$ cat src/rtl/reconf_fifo_writer_if.sv
// Handshake bundle between the mode-control logic and the PLL reconfiguration FIFO write port.
// The master modport is the writer itself; the slave modport is its environment.
interface reconf_fifo_writer_if;
   logic [3:0] resolution;
   logic       force_vga;
   logic       generate_video;
   logic       generate_timing;
   logic       reset_pll_req;
   logic       wrfull;
   logic       wrreq;
   logic [7:0] data;
   logic       busy;
   logic       invalid_res;

   modport master (
      input  resolution, force_vga, generate_video, generate_timing,
      input  reset_pll_req, wrfull,
      output wrreq, data, busy, invalid_res
   );

   modport slave (
      output resolution, force_vga, generate_video, generate_timing,
      output reset_pll_req, wrfull,
      input  wrreq, data, busy, invalid_res
   );
endinterface

$ cat src/rtl/reconf_fifo_writer.sv
// Turns mode changes and PLL-reset requests into one command byte per change in the
// reconfiguration FIFO, spacing commands by a hold-off so each reconfiguration can finish.
module reconf_fifo_writer #(
   parameter int HOLDOFF_CYCLES = 1024,
   parameter int RES_MAX        = 5
) (
   input  logic                 clock,
   input  logic                 reset,
   reconf_fifo_writer_if.master bus
);

   typedef enum logic {IDLE, HOLDOFF} state_t;

   localparam logic [15:0] HOLD_LOAD = 16'(HOLDOFF_CYCLES - 1);
   localparam logic [3:0]  RES_LIMIT = 4'(RES_MAX);

   state_t      state_q, state_d;
   logic [6:0]  sentCfg_q, sentCfg_d;
   logic        pllPending_q, pllPending_d;
   logic        initPending_q, initPending_d;
   logic [15:0] cnt_q, cnt_d;
   logic        wrreq_q, wrreq_d;
   logic [7:0]  data_q, data_d;
   logic        busy_q, busy_d;
   logic        invalidRes_q, invalidRes_d;

   logic [6:0]  curCfg;
   logic [6:0]  selCfg;
   logic        cfgValid;
   logic        cfgChanged;
   logic        pending;

   // An invalid resolution hides the whole requested configuration, flags included;
   // a pll/init-driven write then re-sends the last configuration that was accepted.
   assign curCfg     = {bus.force_vga, bus.generate_video, bus.generate_timing, bus.resolution};
   assign cfgValid   = (bus.resolution <= RES_LIMIT);
   assign cfgChanged = cfgValid && (curCfg != sentCfg_q);
   assign pending    = initPending_q | pllPending_q | cfgChanged;
   assign selCfg     = cfgValid ? curCfg : sentCfg_q;

   always_comb begin
      state_d       = state_q;
      sentCfg_d     = sentCfg_q;
      pllPending_d  = pllPending_q | bus.reset_pll_req;
      initPending_d = initPending_q;
      cnt_d         = cnt_q;
      wrreq_d       = 1'b0;
      data_d        = data_q;
      busy_d        = (state_q != IDLE) | pending;
      invalidRes_d  = ~cfgValid;

      case (state_q)
         IDLE: begin
            if (pending && !bus.wrfull) begin
               wrreq_d       = 1'b1;
               data_d        = {selCfg[6], pllPending_q, selCfg[5:0]};
               sentCfg_d     = selCfg;
               // A request arriving with this write is not carried by it and must survive.
               pllPending_d  = bus.reset_pll_req;
               initPending_d = 1'b0;
               cnt_d         = HOLD_LOAD;
               state_d       = HOLDOFF;
            end
         end
         HOLDOFF: begin
            if (cnt_q == 16'd0) begin
               state_d = IDLE;
            end else begin
               cnt_d = cnt_q - 16'd1;
            end
         end
         default: state_d = IDLE;
      endcase
   end

   always_ff @(posedge clock) begin
      if (reset) begin
         state_q       <= IDLE;
         sentCfg_q     <= 7'd0;
         pllPending_q  <= 1'b0;
         initPending_q <= 1'b1;
         cnt_q         <= 16'd0;
         wrreq_q       <= 1'b0;
         data_q        <= 8'h00;
         busy_q        <= 1'b1;
         invalidRes_q  <= 1'b0;
      end else begin
         state_q       <= state_d;
         sentCfg_q     <= sentCfg_d;
         pllPending_q  <= pllPending_d;
         initPending_q <= initPending_d;
         cnt_q         <= cnt_d;
         wrreq_q       <= wrreq_d;
         data_q        <= data_d;
         busy_q        <= busy_d;
         invalidRes_q  <= invalidRes_d;
      end
   end

   assign bus.wrreq       = wrreq_q;
   assign bus.data        = data_q;
   assign bus.busy        = busy_q;
   assign bus.invalid_res = invalidRes_q;

endmodule
$ cat src/flat_wrapper.sv
// flat-port wrapper written by rule: the top's interface ports become plain ports
module reconf_fifo_writer_flat 
#(
   parameter int HOLDOFF_CYCLES = 1024,
   parameter int RES_MAX        = 5
)
  (clock, reset, bus_resolution, bus_force_vga, bus_generate_video, bus_generate_timing, bus_reset_pll_req, bus_wrfull, bus_wrreq, bus_data, bus_busy, bus_invalid_res);
  reconf_fifo_writer_if bus_i ();
  input  logic clock;
  input  logic reset;
  input wire logic [$bits(bus_i.resolution)-1:0] bus_resolution;
  input wire logic [$bits(bus_i.force_vga)-1:0] bus_force_vga;
  input wire logic [$bits(bus_i.generate_video)-1:0] bus_generate_video;
  input wire logic [$bits(bus_i.generate_timing)-1:0] bus_generate_timing;
  input wire logic [$bits(bus_i.reset_pll_req)-1:0] bus_reset_pll_req;
  input wire logic [$bits(bus_i.wrfull)-1:0] bus_wrfull;
  output wire logic [$bits(bus_i.wrreq)-1:0] bus_wrreq;
  output wire logic [$bits(bus_i.data)-1:0] bus_data;
  output wire logic [$bits(bus_i.busy)-1:0] bus_busy;
  output wire logic [$bits(bus_i.invalid_res)-1:0] bus_invalid_res;
  assign bus_i.resolution = bus_resolution;
  assign bus_i.force_vga = bus_force_vga;
  assign bus_i.generate_video = bus_generate_video;
  assign bus_i.generate_timing = bus_generate_timing;
  assign bus_i.reset_pll_req = bus_reset_pll_req;
  assign bus_i.wrfull = bus_wrfull;
  assign bus_wrreq = bus_i.wrreq;
  assign bus_data = bus_i.data;
  assign bus_busy = bus_i.busy;
  assign bus_invalid_res = bus_i.invalid_res;
  reconf_fifo_writer #(.HOLDOFF_CYCLES(HOLDOFF_CYCLES), .RES_MAX(RES_MAX)) u_core (.clock(clock), .reset(reset), .bus(bus_i));
endmodule
$ cat config.mk
export PLATFORM = sky130hd
export DESIGN_NAME = reconf_fifo_writer_flat
export DESIGN_NICKNAME = d
export VERILOG_FILES = /design/src/rtl/reconf_fifo_writer_if.sv /design/src/rtl/reconf_fifo_writer.sv /design/src/flat_wrapper.sv
export SDC_FILE = /design/constraint.sdc
export NUM_CORES = 1
export LEC_CHECK = 0
export CAP_MARGIN = 20
export CORE_ASPECT_RATIO = 0.75
export CORE_MARGIN = 5
export CORE_UTILIZATION = 30
export CTS_BUF_LIST = sky130_fd_sc_hd__clkbuf_8
export CTS_CLUSTER_DIAMETER = 200
export DETAILED_ROUTE_END_ITERATION = 12
export DONT_BUFFER_PORTS = 1
export GPL_ROUTABILITY_DRIVEN = 0
export PLACE_DENSITY_LB_ADDON = 0.3
export SLEW_MARGIN = 15
export SYNTH_ARGS = -nofsm -noshare
export SYNTH_HDL_FRONTEND = slang
export SYNTH_SLANG_ARGS = --single-unit
$ cat constraint.sdc
create_clock -name clock -period 3.7 [get_ports clock]
set_input_delay 0.185 -clock clock [delete_from_list [all_inputs] [get_ports clock]]
set_output_delay 0.185 -clock clock [all_outputs]
set_load 0.01 [all_outputs]
# Yosys cells after proc, flatten, opt, wreduce, memory -nomap -nowiden
# Index checks and enable logic that the tools add are counted.
totals:
  inputBits: 11
  regBits: 37
  wordCells: 36
op_classes:
  n_eq_ne: 3
  n_addsub: 1
  n_lt_le_gt_ge: 1
  n_bitwise: 6
  reduce_logical: 7
  mux: 9
op_table:
  columns: ["operator", "n"]
  rows:
  - ["two-way mux 16 bit", 2]
  - ["one-hot mux 16 bit (2 select lines)", 1]
  - ["zero test 16 bit", 1]
  - ["subtractor 16 x 1 -> 16 bit (second input constant)", 1]
  - ["two-way mux 7 bit", 1]
  - ["!= test 7 bit", 1]
  - ["less-or-equal comparator 4 x 3 -> 1 bit (second input constant)", 1]
  - ["two-way mux 1 bit", 4]
  - ["OR 1 bit", 4]
  - ["AND reduction 2 bit", 2]
  - ["logical AND 1 bit", 2]
  - ["!= test 2 x 1 -> 1 bit (second input constant)", 1]
  - ["!= test 2 bit (second input constant)", 1]
  - ["NOT 1 bit", 2]
  - ["one-hot mux 1 bit (2 select lines)", 1]
  - ["OR reduction 2 bit", 1]
  - ["zero test 1 bit", 1]

# Depth between registers and ports, before layout
# Gate-level depths: netlist (run 1).
depth:
  ltp_word: 6
  ltp_mapped: 7
  ltp_nobuf: 7

# Worst setup path before layout (run 1)
# No wires, ideal clock.
synth_path:
  path_kind: "register to register"
  startpoint: "register u_core.cnt_q[7]"
  endpoint: "register u_core.cnt_q[13]"
  setup_time_ps: 120
  path_stages_with_launch: 7
  t_arrival_ps: 1807
  path_buffers: 1
  slack_ps: 1773
  required_ps: 3580
  cell_sequence: "dfxtp_1 buf_6 or4_4 and4b_2 a21boi_4 and4_4 o31a_1"
synth_between:
  elab_chain_len: 3
synth_rtl:
  columns: ["item", "line_no", "source"]
  rows:
  - ["start: declaration", "reconf_fifo_writer.sv:21", "logic [15:0] cnt_q, cnt_d;"]
  - ["start signal: assignment", "reconf_fifo_writer.sv:92", "cnt_q <= cnt_d;"]
  - ["subtractor 16 x 1 -> 16 bit / zero test 16 bit (equally long branches)", "reconf_fifo_writer.sv:69, reconf_fifo_writer.sv:66", null]
  - ["two-way mux 16 bit / != test 2 bit (equally long branches)", null, null]
  - ["one-hot mux 16 bit (2 select lines) / AND reduction 2 bit (equally long branches)", null, null]
# Several ways; a longest one is shown, not always the timed one. The select of a mux whose other input is x is not followed.
# A chain may end at the register's enable or synchronous reset.

# Worst setup path after layout (run 1)
layout_path:
  startpoint: "register u_core.cnt_q[0]"
  endpoint: "register u_core.cnt_q[8]"
# The elaborated chain is that of the path after synthesis.

==> metrics.md, run 1 <==
| Metric | Value |
|---|---|
| Largest net degree at the start of global routing | `21` |
| PwrDens | `562 nW/um^2` |
| Busiest layer in global routing | `met1` |
| Cells along the critical path | `inv_1 > ha_1 > nor3b_1 > and4b_2 > a21boi_4 > a21oi_4 > a2111oi_0` |
| Worst Setup Path Type | `flop to flop` |
| EDFF count, synth | `0` |
| Mapped cell area | `1510 um^2` |
| Final instance area | `1700 um^2` |
| Placed cell areas | `1550 um^2` |
| CTS sink cnt | `30` |
| Final Instance Count excl. Fillers | `233` |
| Final design utilization | `0.349` |
| Part of the cycle the worst path needs | `0.544` |
| Clock slew at reported path FFs | `70 ps` |
| Met1 Resource Use GR | `0.157` |
| CP max FO | `8` |
| Share of layout cells above drive strength 1 | `0.0983` |
| Run status | `finished, final reports clean` |
| Largest family of logic cells by synthesized area | `compound AO/OA/AOI/OAI gates` |
| Count leader, synth | `dfxtp_1` |
| Io pins | `22` |
| Die area | `6560 um^2` |
| Clock buffer depth | `2` |
| Global-route usage over all layers | `0.111` |
| Root Driver | `clkbuf_8` |
| RSZ-0062 raised after global routing | `no` |
| Fin Clk Skew | `7.69 ps` |
| CTS resizes | `0` |
| Post-synthesis mux area share | `0.0465` |
| Synth Instances | `171` |
| Num rows | `22` |
| CP endpoint kind | `flop` |
| Initial DRT Pass Iterations | `4` |
| Setup TNS | `0 ps` |
| Avg Vias per Cell | `5.21` |
| DRC viols | `0` |
| First-pass GRT wire length | `5810 um` |
| Global routing met3 resource utilization | `0.0283` |
| Main flop type after synthesis | `dfxtp_1` |
| Endpoints failing setup | `0` |
| Cts bufs inserted | `5` |
| Routed Antenna Nets | `0` |
| Commonest cells post-synth | `30 x dfxtp_1, 18 x nor2_1, 13 x inv_1, 12 x nand2_1` |
| GR Util met2 | `0.153` |
| Slowest cell delay on critical path | `380 ps` |
| IO Port Bufs | `0` |
| CP max-delay cell | `a2111oi_0` |
| DR vias | `1213` |
| Core area | `4870 um^2` |
| Relative slew slack | `0.480` |
| Worst Max-Slew Pin Slew | `772 ps` |
| Die span in x | `91.9 um` |
| Max Cap Viol | `0` |
| Critical Path RT | `3860 ps` |
| Max rail drop VDD | `237 uV` |
| HPWL after detailed placement | `2400 um` |
| Gr ovfl total | `0` |
| Layout net count | `184` |
| Crit path DAT | `2170 ps` |
| Synth Area in Adders | `0.00830` |
| Final min period | `2010 ps` |
| Inserted Diodes | `0` |
| Leading area contributor after synthesis | `dfxtp_1` |
| Initial antenna violation count | `0` |
| Yosys reg bits | `30` |
| Post-synth cell types | `45` |
| Total power | `0.955 mW` |
| Final Hold Violating Endpoints | `0` |
| Post-synth ARST share | `0` |
| Seq/Total Area, Yosys | `0.398` |
| Max Freq | `497 MHz` |
| FILL cells | `490` |
| Die Span Y | `71.4 um` |
| Initial Util | `0.309` |
| Slew Limit Fails | `0` |
| Area contributors post-synth | `dfxtp_1 40%, xnor2_1 6.4%, mux2i_1 4.6%` |
| Syn Nets | `183` |
| Synth Area in XOR/XNOR | `0.0755` |
| H-tree levels | `2` |
| Area Overhead vs Synth | `12.7%` |
| Lkg Pwr | `0.659 nW` |
| Wire per inst | `14.5 um` |
| Avg Inst Size Synth | `8.82 um^2` |
| Compound-cell area share of the yosys netlist | `0.219` |
| Clock Latency Late Sink | `280 ps` |
| Yosys top cell area share | `0.398` |
| CP Launch Type | `flop` |
| CTS tree | `done` |
| Synth warn | `0` |
| Post-synthesis simple-gate area fraction | `0.196` |
| Routed wire length | `3380 um` |
| DR iter-0 viols | `86` |
| Number of global-route vias before repair | `1156` |
| Hold WC Path Type | `primary input to flop` |
| Total placed cells including tap cells | `224` |
-- layer usage --
layer / wire length (um) / vias to the layer above
met5: 0 / -
met4: 59 / 0
met3: 120 / 6
met2: 1350 / 15
met1: 1850 / 573
li1: - / 619
-- worst max-delay path: cells and delay by family (launching register included) --
kind / cells / cell delay [ps]
buffers and inverters: 1 / 70
DFF: 1 / 370
AOI/OAI and AO/OA: 3 / 780
adders and majority gates: 1 / 230
and+or+nand+nor: 2 / 440
-- layout make-up --
type | instances | area, um^2 | share of cell area
clock buffers | 6 | 82.6 | 0.0486
well taps | 60 | 75.1 | 0.0442
repair buffers | 1 | 10.0 | 0.00589
multi-input cells | 121 | 822 | 0.484
inverters | 13 | 48.8 | 0.0287
clock inverters | 2 | 60.1 | 0.0353
flip-flops and latches | 30 | 601 | 0.353
-- stage by stage --
| stage | hold WS, ps | worst slack (ps) |
|---|---|---|
| floorplan | 302 | 1770 |
| global placement | 261 | 1710 |
| detailed placement | 261 | 1700 |
| CTS | 5.68 | 1670 |
| global route | 11.6 | 1370 |
| finish | 15.8 | 1690 |
-- kinds of logic after synthesis --
| logic type | Yosys count |
|---|---|
| AND/OR/NAND/NOR | 58 |
| AO/OA/AOI/OAI | 42 |
| flip-flops | 30 |
| buffers and inverters | 20 |
| XOR/XNOR | 13 |
| multiplexers | 7 |
| adder cells (fa/ha/maj) | 1 |
-- timing repair --
action                    CTS  global route
buffers inserted            0             0
hold buffers                1             0
hold endpoints to repair   20             0
-- cell usage in the layout (no fill, tap or decap), types with 2 or more instances in the layout --
| cell type | count |
|---|---|
| o21ai_0 | 3 |
| mux2i_1 | 7 |
| o211a_1 | 2 |
| xnor2_1 | 11 |
| a21oi_1 | 11 |
| o21a_1 | 2 |
| clkbuf_8 | 6 |
| xor2_1 | 2 |
| a31oi_1 | 2 |
| inv_1 | 13 |
| a21o_1 | 4 |
| or2_2 | 2 |
| nand4_1 | 4 |
| dfxtp_1 | 30 |
| nor3_1 | 9 |
| or3_1 | 2 |
| bufinv_16 | 2 |
| nand2_1 | 12 |
| a221oi_1 | 5 |
| nand3_1 | 2 |
| nor2_1 | 18 |
-- flip-flops by register name (all words and copies together) (netlist names) --
register                count
u_core.bus.busy             1
u_core.bus.wrreq            1
u_core.bus.data             8
u_core.cnt_q               16
u_core.pllPending_q         1
u_core.initPending_q        1
u_core.bus.invalid_res      1
u_core.state_q              1
-- report_power, final --
| group | leakage (nW) | switching, mW | total [mW] | internal [mW] |
|---|---|---|---|---|
| combinational | 0.341 | 0.0855 | 0.155 | 0.0692 |
| sequential | 0.247 | 0.0377 | 0.388 | 0.350 |
| clock | 0.0714 | 0.125 | 0.412 | 0.287 |
-- path summary, 6_finish.rpt --
path,from,to,slack [ps],depth (start not counted)
max,u_core.cnt_q[0],u_core.cnt_q[8],1690,7
min,reset,u_core.cnt_q[11],20,1
max reg2reg,u_core.cnt_q[0],u_core.cnt_q[8],1690,7
min reg2reg,u_core.initPending_q,u_core.initPending_q,470,1
No activity file was read; power rests on OpenSTA's default activity.
==> run 2, diff against run 1 <==
clock period = 1.8 ns   (was 3.7 ns; I/O delays follow)
==> run 2 against run 1 <==
Compared with the run above:
- the run now ends with negative hold slack, negative setup slack left
- wire length is 16% higher
- clock power is 40% higher
- clock skew hardly changed
- critical path depth is 2 lower
- cell count is 17% higher
- combinational power grew to 3.7 times the previous value
- register-to-register slack worse by 1700 ps
- utilization is 8.5 points higher
- count of clock-buffer cells in the layout stayed put
- fmax is 11% higher
- largest power group is now registers
==> metrics.md, run 2 (synthesis gave the netlist of run 1 again) <==
| Metric | Value |
|---|---|
| Run status | `finished with violations` |
| Failing checks | `negative hold slack, negative setup slack` |
| Total power | `1.93 mW` |
| RSZ-0062 raised after global routing | `yes` |
| Wire per inst | `14.4 um` |
| Core area | `4870 um^2` |
| Initial Util | `0.309` |
| CTS tree | `done` |
| CP max-delay cell | `or4_4` |
| First-pass GRT wire length | `6350 um` |
| Gr ovfl total | `0` |
| Final Hold Violating Endpoints | `1` |
| Setup WS post-layout | `-13.6 ps` |
| Buf/Inv on CP | `0` |
| Number of global-route vias before repair | `1302` |
| DR vias | `1358` |
| IO Port Bufs | `0` |
| Routed Antenna Nets | `0` |
| Io pins | `22` |
| Critical Path RT | `1980 ps` |
| CTS sink cnt | `30` |
| Max rail drop VDD | `603 uV` |
| PwrDens | `913 nW/um^2` |
| Avg Vias per Cell | `4.99` |
| FILL cells | `482` |
| Largest net degree at the start of global routing | `31` |
| Biggest register | `u_core.cnt_q` |
| CP endpoint kind | `flop` |
| Die Span Y | `71.4 um` |
| Relative slew slack | `0.677` |
| Final Instance Count excl. Fillers | `272` |
| Max Freq | `551 MHz` |
| Max Cap Viol | `0` |
| Initial antenna violation count | `0` |
| Worst Max-Slew Pin Slew | `485 ps` |
| Clock slew at reported path FFs | `70 ps` |
| HPWL after detailed placement | `2620 um` |
| Area Overhead vs Synth | `40.1%` |
| Most frequent cells in the layout | `26 x dfxtp_1, 25 x buf_4, 16 x nor2_1, 12 x nand2_1` |
| Clock Latency Late Sink | `300 ps` |
| Die area | `6560 um^2` |
| CP Launch Type | `flop` |
| Global-route usage over all layers | `0.124` |
| Cells along the critical path | `or4_4 > and4b_2 > a21boi_4 > a21o_4 > o211a_1` |
| Num rows | `22` |
| Final design utilization | `0.433` |
| Inserted Diodes | `0` |
| Max reg flops | `16` |
| CP max FO | `5` |
| Layout net count | `223` |
| Worst Setup Path Type | `flop to flop` |
| Total placed cells including tap cells | `251` |
| Routed wire length | `3930 um` |
| Slew Limit Fails | `0` |
| Cts bufs inserted | `5` |
| Lkg Pwr | `0.850 nW` |
| Final instance area | `2110 um^2` |
| DR iter-0 viols | `79` |
| Initial DRT Pass Iterations | `4` |
| Part of the cycle the worst path needs | `1.01` |
| Slowest cell delay on critical path | `540 ps` |
| Fin Clk Skew | `8.19 ps` |
| Hold WC Path Type | `primary input to flop` |
| Die span in x | `91.9 um` |
| Root Driver | `clkbuf_8` |
| Placed cell areas | `1750 um^2` |
| Crit path DAT | `2000 ps` |
| Clock buffer depth | `2` |
| Final hold slack | `-2.25 ps` |
| CP top delay family | `simple AND/OR/NAND/NOR gates` |
| Share of layout cells above drive strength 1 | `0.307` |
| Endpoints failing setup | `2` |
| Final min period | `1810 ps` |
| H-tree levels | `2` |
| DRC viols | `0` |
| Commonest non-fill, non-tap cell in the layout | `dfxtp_1` |
## run 2: cell type report
type / count / area [um^2] / area share
inverters: 13 / 51.3 / 0.0243
repair buffers: 40 / 352 / 0.166
multi-input cells: 121 / 933 / 0.442
well taps: 60 / 75.1 / 0.0355
flip-flops and latches: 30 / 606 / 0.287
clock inverters: 2 / 12.5 / 0.00592
clock buffers: 6 / 82.6 / 0.0391
## run 2: what timing repair did
item,4_1_cts,5_1_grt
cloned,0,0
pin swaps,6,7
hold buffers,5,7
resized for setup,8,22
setup buffers,0,4
endpoints found under the hold margin,27,22
setup endpoints to repair,10,17
## run 2: final timing paths
check | start | endpoint | slack, ps | cells past startpoint
worst max-delay path | u_core.cnt_q[7] | u_core.cnt_q[9] | -10 | 5
worst min-delay path | reset | u_core.cnt_q[14] | -2 | 3
worst max register to register | u_core.cnt_q[7] | u_core.cnt_q[9] | -10 | 5
worst min register to register | u_core.pllPending_q | u_core.bus.data[6] | 490 | 2
## run 2: metrics by stage
step / worst slack (ps) / TNS (ps)
global placement: -54.7 / -256
CTS: -54.4 / -372
detailed placement: -223 / -434
finish: -13.6 / -19.5
floorplan: -1.27 / -1.27
global route: -48.3 / -256
## run 2: metal layers
layer  global-route usage  wire [um]
met5                    0          0
met4               0.0692         65
met3               0.0315        138
met2                0.177       1630
met1                0.170       2090
## run 2: power by group
part | internal [mW] | total (mW) | switching (mW) | leakage [nW]
logic | 0.297 | 0.580 | 0.283 | 0.555
clock network | 0.307 | 0.575 | 0.269 | 0.0472
registers | 0.722 | 0.773 | 0.0512 | 0.248
total | 1.33 | 1.93 | 0.602 | 0.850
## run 2: worst min-delay path, delay by kind of cell
| family | cells | cell delay (ps) |
|---|---|---|
| and+or+nand+nor | 2 | 100 |
| AOI/OAI and AO/OA | 1 | 60 |
==> run 3, diff against run 2 <==
CELL_PAD_IN_SITES_DETAIL_PLACEMENT = 0   (was unset)
CELL_PAD_IN_SITES_GLOBAL_PLACEMENT = 2   (was unset)
==> run 3 against run 2 <==
Compared with the run above:
- hold slack worse by 2.3 ps
- sequential share of layout area is 0.26 points lower
- via count is 1.8% higher
- count of clock-buffer cells in the layout stayed put
- sequential power is 0.6% lower
- critical endpoint is now u_core.cnt_q[8]
- wire length is 6.7% higher
- the run still ends with negative hold slack, negative setup slack left
- largest power group unchanged
- clock skew is 1.5 ps lower
- utilization is 0.31 points higher
- sequential cell count stayed put
- register-to-register slack worse by 40 ps
- global-route usage is 0.71 points higher
==> metrics.md, run 3 (synthesis gave the netlist of run 1 again) <==
| Metric | Value |
|---|---|
| Max Cap Viol | `0` |
| DR iter-0 viols | `26` |
| Part of the cycle the worst path needs | `1.03` |
| R2R depth | `8` |
| Worst Hold Launch | `reset` |
| Final hold slack | `-4.59 ps` |
| Setup WS post-layout | `-57.9 ps` |
| Hold EP | `u_core.cnt_q[14]` |
| Largest net degree at the start of global routing | `28` |
| Routed wire length | `4190 um` |
| Initial DRT Pass Iterations | `6` |
| WHS Path Cells | `3` |
| Avg Vias per Cell | `5.08` |
| Initial Util | `0.309` |
| Reg2reg setup slack | `-60 ps` |
| RSZ-0062 raised after global routing | `yes` |
| IO Port Bufs | `0` |
| Lkg Pwr | `0.867 nW` |
| Critical Path RT | `1980 ps` |
| Endpoints failing setup | `9` |
| Commonest non-fill, non-tap cell in the layout | `buf_4` |
| Failing checks | `negative hold slack, negative setup slack` |
| CP max FO | `8` |
| Cts bufs inserted | `5` |
| Most frequent cells in the layout | `29 x buf_4, 27 x dfxtp_1, 16 x nor2_1, 12 x inv_1` |
| RR Startpoint | `u_core.cnt_q[1]` |
| Slew Limit Fails | `0` |
| Final Hold Violating Endpoints | `1` |
| Number of global-route vias before repair | `1343` |
| Worst Max-Slew Pin Slew | `491 ps` |
| CTS sink cnt | `30` |
| Max Freq | `538 MHz` |
| Crit path DAT | `2030 ps` |
| Layout net count | `223` |
| Clock slew at reported path FFs | `70 ps` |
| Clock buffer depth | `2` |
| DRC viols | `0` |
| Placed cell areas | `1740 um^2` |
| Fin Clk Skew | `6.65 ps` |
| DR vias | `1383` |
| Core area | `4870 um^2` |
| Total power | `1.91 mW` |
| Total placed cells including tap cells | `249` |
| CTS tree | `done` |
| Io pins | `22` |
| CP endpoint kind | `flop` |
| Die span in x | `91.9 um` |
| Wire per inst | `15.4 um` |
| CP Launch Type | `flop` |
| Final min period | `1860 ps` |
| DP Worst Slack | `-70.0 ps` |
| RR Endpoint | `u_core.cnt_q[8]` |
| Share of layout cells above drive strength 1 | `0.335` |
| Setup TNS | `-248 ps` |
| Routed Antenna Nets | `0` |
| Worst Setup Path Type | `flop to flop` |
| Inserted Diodes | `0` |
| Root Driver | `clkbuf_8` |
| H-tree levels | `2` |
| Final instance area | `2130 um^2` |
| First-pass GRT wire length | `6760 um` |
| Max reg flops | `16` |
| Hold WC Path Type | `primary input to flop` |
| Final Instance Count excl. Fillers | `272` |
| Gr ovfl total | `0` |
| Num rows | `22` |
| Global-route usage over all layers | `0.131` |
| Clock Latency Late Sink | `280 ps` |
| Relative slew slack | `0.671` |
| HPWL after detailed placement | `2880 um` |
| Max rail drop VDD | `490 uV` |
| Run status | `finished with violations` |
| Initial antenna violation count | `0` |
| Biggest register | `u_core.cnt_q` |
| PwrDens | `900 nW/um^2` |
| Die Span Y | `71.4 um` |
| Area Overhead vs Synth | `41.1%` |
| Die area | `6560 um^2` |
run 3: metrics by stage:
step           hold slack (ps)  utilization
6_report                 -4.59        0.437
5_1_grt                   12.4        0.437
2_1_floorplan              207            -
4_1_cts                   1.32        0.410
3_5_place_dp               167        0.356
3_3_place_gp               165        0.356
run 3: report_power, final:
part / internal, mW / leakage (nW) / total (mW) / switching, mW
registers: 0.721 / 0.248 / 0.768 / 0.0465
logic: 0.297 / 0.567 / 0.591 / 0.295
clock network: 0.302 / 0.0524 / 0.555 / 0.253
total: 1.32 / 0.867 / 1.91 / 0.594
run 3: final cells by class:
class	count	area, um^2
fillers	480	2750
multi-input cells	121	958
flip-flops and latches	30	604
repair buffers	40	349
clock buffers	6	82.6
well taps	60	75.1
inverters	13	48.8
clock inverters	2	8.76
run 3: worst max path at each step:
stage / endpoint / cells past startpoint / startpoint
floorplan: u_core.cnt_q[9] / 5 / u_core.cnt_q[10]
global placement: u_core.cnt_q[9] / 5 / u_core.cnt_q[10]
detailed placement: u_core.cnt_q[1] / 5 / u_core.cnt_q[10]
CTS: u_core.cnt_q[9] / 5 / u_core.cnt_q[10]
global route: u_core.cnt_q[8] / 8 / u_core.cnt_q[1]
finish: u_core.cnt_q[8] / 8 / u_core.cnt_q[1]
run 3: timing repair:
action	4_1_cts	5_1_grt
buffers inserted	3	3
setup endpoints to repair	15	17
endpoints found under the hold margin	27	0
pin swaps	2	14
resized for setup	9	22
hold buffers	9	0
run 3: per-layer routing:
layer  global-route usage  up-vias  wire, um  part of all wire
met2                0.184       12      1840              0.44
met3               0.0420        2       149             0.036
met1                0.187      673      2180              0.52
li1                     -      696         -                 -
met4               0.0478        0        24            0.0057
met5                    0        -         0                 0
run 3: worst max-delay path, cell delays in order (launching register included):
cell and delay (ps):
dfxtp_2 340, inv_2 50, ha_4 150, nor3b_4 140
and4b_2 260, a21boi_4 260, a21oi_4 60, buf_12 160
a2111oi_4 340
